### config.mk
export PLATFORM = sky130hd
export DESIGN_NAME = ram_master
export DESIGN_NICKNAME = d
export VERILOG_FILES = /design/src/rtl/ram_pkg.sv /design/src/rtl/ram_master_addr_gen.sv /design/src/rtl/ram_master.sv
export SDC_FILE = /design/constraint.sdc
export NUM_CORES = 1
export LEC_CHECK = 0
export BUFFER_PORTS_ARGS = -buffer_cell sky130_fd_sc_hd__buf_2
export CAP_MARGIN = 10
export CORE_MARGIN = 3
export CORE_UTILIZATION = 33
export CTS_CLUSTER_SIZE = 8
export DETAILED_ROUTE_END_ITERATION = 8
export PLACE_DENSITY = 0.81
export SLEW_MARGIN = 5
export SYNTH_ARGS = -nofsm -noshare
export SYNTH_HDL_FRONTEND = slang
export SYNTH_SLANG_ARGS = --single-unit
### constraint.sdc
create_clock -name clk -period 1.85 [get_ports clk]
set_input_delay 0.185 -clock clk [delete_from_list [all_inputs] [get_ports clk]]
set_output_delay 0.185 -clock clk [all_outputs]
set_load 0.03 [all_outputs]
### src/rtl/ram_pkg.sv
// Shared types for the ram_master burst controller: default widths,
// FSM state encoding and the burst command record.
package ram_pkg;

   localparam int AW_DEF = 5;
   localparam int DW_DEF = 32;
   localparam int LW_DEF = 5;

   typedef logic [2:0] state_t;

   localparam state_t S_IDLE   = 3'd0;
   localparam state_t S_WR     = 3'd1;
   localparam state_t S_RD     = 3'd2;
   localparam state_t S_DRAIN  = 3'd3;
   localparam state_t S_DONE   = 3'd4;
   localparam state_t S_VRD    = 3'd5;
   localparam state_t S_VDRAIN = 3'd6;

   typedef struct packed {
      logic              wr;
      logic [AW_DEF-1:0] addr;
      logic [LW_DEF-1:0] len;
   } cmd_t;

endpackage

### src/rtl/ram_master_addr_gen.sv
// Burst address/count generator: loads start address and length, steps with
// modulo-2^AW wrap, and can replay the same range for a second pass.
module ram_master_addr_gen #(
   parameter int AW = 5,
   parameter int LW = 5
) (
   input  logic          clk,
   input  logic          reset,
   input  logic          load,
   input  logic [AW-1:0] load_addr,
   input  logic [LW-1:0] load_len,
   input  logic          reload,
   input  logic          step,
   output logic [AW-1:0] addr,
   output logic          last
);

   logic [AW-1:0] start_q;
   logic [LW-1:0] len_q;
   logic [LW-1:0] cnt_q;

   always_ff @(posedge clk or posedge reset) begin
      if (reset) begin
         start_q <= '0;
         len_q   <= '0;
         addr    <= '0;
         cnt_q   <= '0;
      end else if (load) begin
         start_q <= load_addr;
         len_q   <= load_len;
         addr    <= load_addr;
         cnt_q   <= load_len;
      end else if (reload) begin
         addr  <= start_q;
         cnt_q <= len_q;
      end else if (step) begin
         addr  <= addr + 1'b1;
         cnt_q <= cnt_q - 1'b1;
      end
   end

   // Count holds words remaining minus one, so zero marks the final word.
   assign last = (cnt_q == '0);

endmodule

### src/rtl/ram_master.sv
// ram_master: burst initiator for the single-port synchronous RAM.
// Define RAM_MASTER_VERIFY_EN to add the write read-back verify pass and err.
module ram_master
   import ram_pkg::*;
#(
   parameter int AW = AW_DEF,
   parameter int DW = DW_DEF,
   parameter int LW = LW_DEF
) (
   input  logic          clk,
   input  logic          reset,
   input  logic          req_valid,
   output logic          req_ready,
   input  logic          req_wr,
   input  logic [AW-1:0] req_addr,
   input  logic [LW-1:0] req_len,
   input  logic [DW-1:0] wdata,
   input  logic          wvalid,
   output logic          wready,
   output logic [DW-1:0] rdata,
   output logic          rvalid,
   output logic          busy,
   output logic          done,
   output logic          cen,
   output logic          wen,
   output logic [AW-1:0] S_addr,
   output logic [DW-1:0] S_din,
   input  logic [DW-1:0] S_dout
`ifdef RAM_MASTER_VERIFY_EN
   ,
   output logic          err
`endif
);

   state_t        state;
   state_t        state_nx;
   cmd_t          cmd;
   logic          accept;
   logic          wr_fire;
   logic          rd_issue;
   logic          vrd_issue;
   logic          reload;
   logic          last;
   logic [AW-1:0] addr;
   logic          rd_vld_p1;

   assign cmd      = '{wr: req_wr, addr: req_addr, len: req_len};
   assign accept   = (state == S_IDLE) && req_valid;
   assign wr_fire  = (state == S_WR) && wvalid;
   assign rd_issue = (state == S_RD);

`ifdef RAM_MASTER_VERIFY_EN
   assign vrd_issue = (state == S_VRD);
   assign reload    = wr_fire && last;
`else
   assign vrd_issue = 1'b0;
   assign reload    = 1'b0;
`endif

   ram_master_addr_gen #(.AW(AW), .LW(LW)) u_addr_gen (
      .clk       (clk),
      .reset     (reset),
      .load      (accept),
      .load_addr (cmd.addr),
      .load_len  (cmd.len),
      .reload    (reload),
      .step      (wr_fire || rd_issue || vrd_issue),
      .addr      (addr),
      .last      (last)
   );

   always_comb begin
      state_nx = state;
      case (state)
         S_IDLE:   if (req_valid) state_nx = cmd.wr ? S_WR : S_RD;
`ifdef RAM_MASTER_VERIFY_EN
         S_WR:     if (wvalid && last) state_nx = S_VRD;
         S_VRD:    if (last) state_nx = S_VDRAIN;
         S_VDRAIN: state_nx = S_DONE;
`else
         S_WR:     if (wvalid && last) state_nx = S_DONE;
`endif
         S_RD:     if (last) state_nx = S_DRAIN;
         S_DRAIN:  state_nx = S_DONE;
         S_DONE:   state_nx = S_IDLE;
         default:  state_nx = S_IDLE;
      endcase
   end

   always_ff @(posedge clk or posedge reset) begin
      if (reset) begin
         state     <= S_IDLE;
         rd_vld_p1 <= 1'b0;
      end else begin
         state     <= state_nx;
         rd_vld_p1 <= rd_issue;
      end
   end

   // Stage p1: RAM returns the word one cycle after its issue.
   assign rvalid    = rd_vld_p1;
   assign rdata     = rd_vld_p1 ? S_dout : '0;

   assign req_ready = (state == S_IDLE);
   assign busy      = (state != S_IDLE);
   assign done      = (state == S_DONE);
   assign wready    = (state == S_WR);
   assign cen       = wr_fire || rd_issue || vrd_issue;
   assign wen       = wr_fire;
   assign S_addr    = cen ? addr : '0;
   assign S_din     = wr_fire ? wdata : '0;

`ifdef RAM_MASTER_VERIFY_EN
   logic [DW-1:0] shadow [2**AW];
   logic [DW-1:0] exp_p1;
   logic          vrd_vld_p1;

   always_ff @(posedge clk) begin
      if (wr_fire) shadow[addr] <= wdata;
      exp_p1 <= shadow[addr];
   end

   // Stage p1: compare the returned verify word with what was written there.
   always_ff @(posedge clk or posedge reset) begin
      if (reset) begin
         vrd_vld_p1 <= 1'b0;
         err        <= 1'b0;
      end else begin
         vrd_vld_p1 <= vrd_issue;
         if (vrd_vld_p1 && (|(S_dout ^ exp_p1))) err <= 1'b1;
      end
   end
`endif

endmodule

After elaboration in Yosys (flattened, before gate mapping)

Index checks and enable logic that the tools add are counted.

Register bits: 14

$add $sub $neg: 2
Muxes and demuxes: 12
Equality and inequality tests: 7
Reduce and logical (&&, ||, !) cells: 9

Operator list:

| kind                  | count |
|---|---|
| $mux W32              | 2 |
| $mux W5               | 5 |
| $pmux W3 S4           | 1 |
| $mux W3               | 3 |
| $eq A3 B2 Y1 const B  | 2 |
| $add A5 B1 Y5 const B | 1 |
| $logic_not A5 Y1      | 1 |
| $sub A5 B1 Y5 const B | 1 |
| $ne A2 B1 Y1 const B  | 2 |
| $eq A3 B1 Y1 const B  | 1 |
| $eq A3 B3 Y1 const B  | 1 |
| $logic_and A1 B1 Y1   | 3 |
| $logic_not A3 Y1      | 1 |
| $reduce_and A3 Y1     | 1 |
| $reduce_bool A3 Y1    | 1 |
| $mux W2               | 1 |
| $ne A2 B2 Y1 const B  | 1 |
| $reduce_bool A2 Y1    | 1 |
| $logic_or A1 B1 Y1    | 1 |

Logic depth before layout (Yosys ltp)

Depth after elaboration: 5
Depth in mapped cells: 6
Gate-level depth less buffers: 6

By module

From an unflattened synthesis, not the netlist that was laid out.

Cell total of the unflattened synthesis: 213
Area, all modules: 1,818.0 um^2

Modules (own cells, without submodules):

| module              | instances | cells each | area each (um^2) |
|---|---|---|---|
| ram_master_addr_gen | 1         | 110        | 1,056.0 |
| ram_master          | 1         | 103        | 762.0 |

Worst setup path before layout

OpenSTA, ideal clock, no wires.

Path kind: register to register
From: register state[2]
To: register u_addr_gen.addr[4]
Arrival: 1.803 ns
Library setup time: 0.121 ns
Slack: -0.074 ns
Data required time: 1.729 ns
Cell stages (with the launch flop): 6
Period minus slack after synthesis: 1.924 ns
Cells stage by stage: dfrtp_1 > buf_6 > nor3_1 > and2_2 > buf_6 > o21ai_1

Elaborated cells between the ends (all ways): 8

RTL lines:

| item                                                 | RTL line                  | text |
|---|---|---|
| start: declaration                                   | ram_master.sv:35          | `state_t state;` |
| start signal: assignment                             | ram_master.sv:95          | `state <= state_nx;` |
| $logic_not A3 Y1 (*)                                 | -                         |  |
| net req_ready                                        | ram_master.sv:13          | `output logic req_ready,` |
| $logic_and A1 B1 Y1 (*)                              | ram_master.sv:48          | `assign accept = (state == S_IDLE) && req_valid;` |
| $mux W5 / $reduce_bool A2 Y1 (equally long branches) | -                         |  |
| end signal: assignment                               | ram_master_addr_gen.sv:31 | `addr <= load_addr;` |
| end signal: assignment                               | ram_master_addr_gen.sv:34 | `addr <= start_q;` |
| end signal: assignment                               | ram_master_addr_gen.sv:37 | `addr <= addr + 1'b1;` |
| end: declaration                                     | ram_master_addr_gen.sv:14 | `output logic [AW-1:0] addr,` |

Mark *: on every way through the listed nets, which the timed path passes. The rest lies on a longest branch.
A chain may end at the register's enable or synchronous reset.

Final worst setup path

From: register state[2]
To: output port S_addr[2]

Elaborated cells between the ends (all ways): 5

RTL lines:

| item               | RTL line          | text |
|---|---|---|
| $eq A3 B2 Y1       | ram_master.sv:50  | `assign rd_issue = (state == S_RD);` |
| net rd_issue       | ram_master.sv:40  | `logic rd_issue;` |
| $logic_or A1 B1 Y1 | ram_master.sv:108 | `assign cen = wr_fire \|\| rd_issue \|\| vrd_issue;` |
| $mux W5            | ram_master.sv:110 | `assign S_addr = cen ? addr : '0;` |
| end: declaration   | ram_master.sv:26  | `output logic [AW-1:0] S_addr,` |

The timed path passes the listed nets, and every way through them passes these cells.

==> flow_summary.toml <==
[cts]
cts_sinks = 14
clock_latency_ns = 0.24
htreeDepth = 1
cts.clk_slew.worst_paths_ns = 0.06
cts_buffers = 3
cts_root_buf = "clkbuf_8"
cts_buffer_depth = 2
cts_tree = "done"

[synthesis]
yosysSeqAreaShare_pct = 27.0
synth_seq_cells = 14
synthCells = 160
syn_area_sq_mm = 0.00130
syn-num-nets = 241
synth.distinct_cells = 33
yosysWarnings = 0
syn_avg_cell_area_sq_um = 8.10

[detailed_routing]
dr.pass1.iters = 4
routed_wl_um = 4220
drt_iter0_drc = 29
route.vias.total = 1615
drc = 0
wl_per_cell_um = 11.5
via_per_inst = 4.42
ant_nets = 0

[worst_setup_path]
setup.worst_path.start = "state[2]$_DFFE_PP0P_"
reg2reg_to = "u_addr_gen.cnt_q[3]$_DFFE_PP0P_"
cpPeakStageDelay_ns = 0.43
crit_path_top_delay_cell = "dfrtp_2"
worstPathRequired_ns = 1.66
crit-reg2reg-launch = "state[1]$_DFFE_PP0P_"
cp-start-kind = "register"
reg2reg_slack_ns = 0.16
path_max_fanout = 10
cp.arrival_ns = 1.61
path_class = "register to output pin"
crit_chain = "buf_12 > nor3b_4 > nor2_4 > inv_4 > and2_1 > buf_2"
r2r_cells = 6
cp-end-kind = "output pin"

[worst_hold_path]
worstHoldStart = "req_addr[2]"
min_to = "u_addr_gen.addr[2]$_DFFE_PP0P_"
hp-class = "primary input to register"
hold_depth = 3

[global_route]
grt_overflow = 0
grt_pass1_wl_um = 5580
grt_max_degree = 38
grt_pass1_vias = 1241
grtUsageTotal_pct = 15.6
antenna_found_initial = 0

[die]
initial_utilization_pct = 34.9
fp.dieW_um = 68.7
ioPinCount = 155
fp-row-count = 22
die_y_um = 68.7
core-area_sq_mm = 0.00372
fp.dieArea_sq_mm = 0.00472

[sta]
setup_viol = 0
finalCriticalPeriod_ns = 1.79
fin_crit_sh_pct = 97.0
clock_skew_ns = 0.00239
maxSlewViolCount = 0
tightestPinTransition_ns = 0.616
finalHoldViolations = 0
whs_ns = 0.148
fmax_mhz = 557
relSlewSlack_pct = 58.9

[final_layout]
fin_nets = 399
layout.cells.non_filler = 365
drive_above_1_share_pct = 57.4
area_delta_synth_final_pct = 71.6
n_antenna_cell = 0

[placement]
portBuffers = 154
hpwlAfterDp_um = 3270
gp_congestion = 0.795
dp_cells = 354

[power_and_ir_drop]
power_mw = 3.22
intPower_mw = 1.51
p_comb_share_pct = 70.5
clkPwrFrac_pct = 9.1
leakage_nw = 1.32
pwr_density_cell_mw_per_mm2 = 1450
swShare_pct = 53.1
p_switching_mw = 1.71
power.share.sequential_pct = 20.4
ir_worst_vdd_uv = 1150

[outcome]
status = "finished clean"

[flow_run]
cap_violations = 0
[metrics by stage]
stage | instance area (sq um) | TNS, ns | utilization, % | setup WS (ns)
after global placement | 2090 | 0 | 56.2 | 0.268
after CTS | 2160 | 0 | 58.2 | 0.0114
after global routing | 2220 | -0.0639 | 59.9 | -0.0209
after floorplan | 1300 | 0 | - | 0.129
after detailed placement | 2090 | 0 | 56.2 | 0.230
final | 2220 | 0 | 59.9 | 0.0559
[metal layers]
metal	track usage [%]	part of all wire, %	wire [um]	up-vias
met4	4.47	0.59	25	0
li1	-	-	-	832
met1	19.4	36	1530	694
met2	27.1	51	2160	85
met3	3.24	12	503	4
met5	0	0	0	-
[critical path, delay by kind of cell, from the launching register on]
kind	cells	cell delay, ns
buf+inv	3	0.45
flops	1	0.43
simple gates	3	0.47
[sequential cells by signal, indices dropped and copies added, names as in the netlist]
signal,flops
rvalid,1
state,3
u_addr_gen.addr,5
u_addr_gen.cnt_q,5
[power by group through the flow]
stage,combinational (mW),clock [mW],sequential [mW]
after floorplan,1.68,0,0.588
after global placement,2.10,0,0.670
after detailed placement,2.13,0,0.677
after CTS,2.17,0.307,0.680
after global routing,2.47,0.322,0.686
final,2.27,0.294,0.657
[cells in the mapped netlist (all sizes together)]
| master | count | area (sq um) |
|---|---|---|
| o22ai | 1 | 6.26 |
| o21ai | 10 | 65.1 |
| and4bb | 1 | 16.3 |
| o21bai | 1 | 7.51 |
| or4b | 1 | 13.8 |
| ha | 2 | 25.0 |
| nand3 | 2 | 10.0 |
| inv | 7 | 28.8 |
| nor4 | 1 | 6.26 |
| xnor2 | 2 | 17.5 |
| a21oi | 4 | 20.0 |
| or2 | 1 | 6.26 |
| clkbuf | 5 | 21.3 |
| buf | 5 | 50.0 |
| nor3b | 3 | 33.8 |
| o2111ai | 2 | 17.5 |
| o311a | 1 | 10.0 |
| xor2 | 5 | 43.8 |
| nand2 | 8 | 30.0 |
| a211oi | 2 | 20.0 |
| nor2 | 7 | 28.8 |
| and2 | 70 | 439 |
| nor3 | 4 | 20.0 |
| dfrtp | 14 | 350 |
| nor4b | 1 | 8.76 |
[worst max path at each step]
stage | to | depth (start not counted)
floorplan | S_din[22] | 5
global placement | S_addr[1] | 5
detailed placement | u_addr_gen.addr[3]$_DFFE_PP0P_ | 5
CTS | S_addr[3] | 5
global route | S_addr[3] | 6
finish | S_addr[2] | 6
[kinds of logic (layout without fill, tap and decap cells)]
kind of cell    after synthesis  count (layout)  synth area share [%]
fa+ha+maj                     2               2                  1.93
flops                        14              14                  27.0
xor+xnor                      7               7                  4.73
simple gates                 99              99                  47.3
buf+inv                      17             174                  7.72
compound gates               21              21                  11.3
[layout by cell type, fill, tap and decap left out, types with 4 or more instances in the layout]
cell type    n
and2_1      69
inv_1        6
buf_4        6
xor2_1       5
dfrtp_1     11
nor2_1       6
nand2_1      8
a21oi_1      4
clkbuf_8     4
buf_2      152
o21ai_2      4
o21ai_1      6
[final cells by class]
| cell class | instances | area [sq um] |
|---|---|---|
| Tap cell | 48 | 60.1 |
| Multi-Input combinational cell | 129 | 856 |
| Sequential cell | 14 | 354 |
| Clock buffer | 4 | 55.1 |
| Timing Repair Buffer | 163 | 871 |
| Fill cell | 363 | 1490 |
| Inverter | 7 | 28.8 |
[what timing repair did]
action | 4_1_cts | 5_1_grt
gates resized for setup | 3 | 3
buffers inserted | 1 | 5
setup endpoints to repair | 36 | 37
endpoints found under the hold margin | 14 | 0
hold buffers | 1 | 0
pin swaps | 1 | 2
No activity file was read; power rests on OpenSTA's default activity.
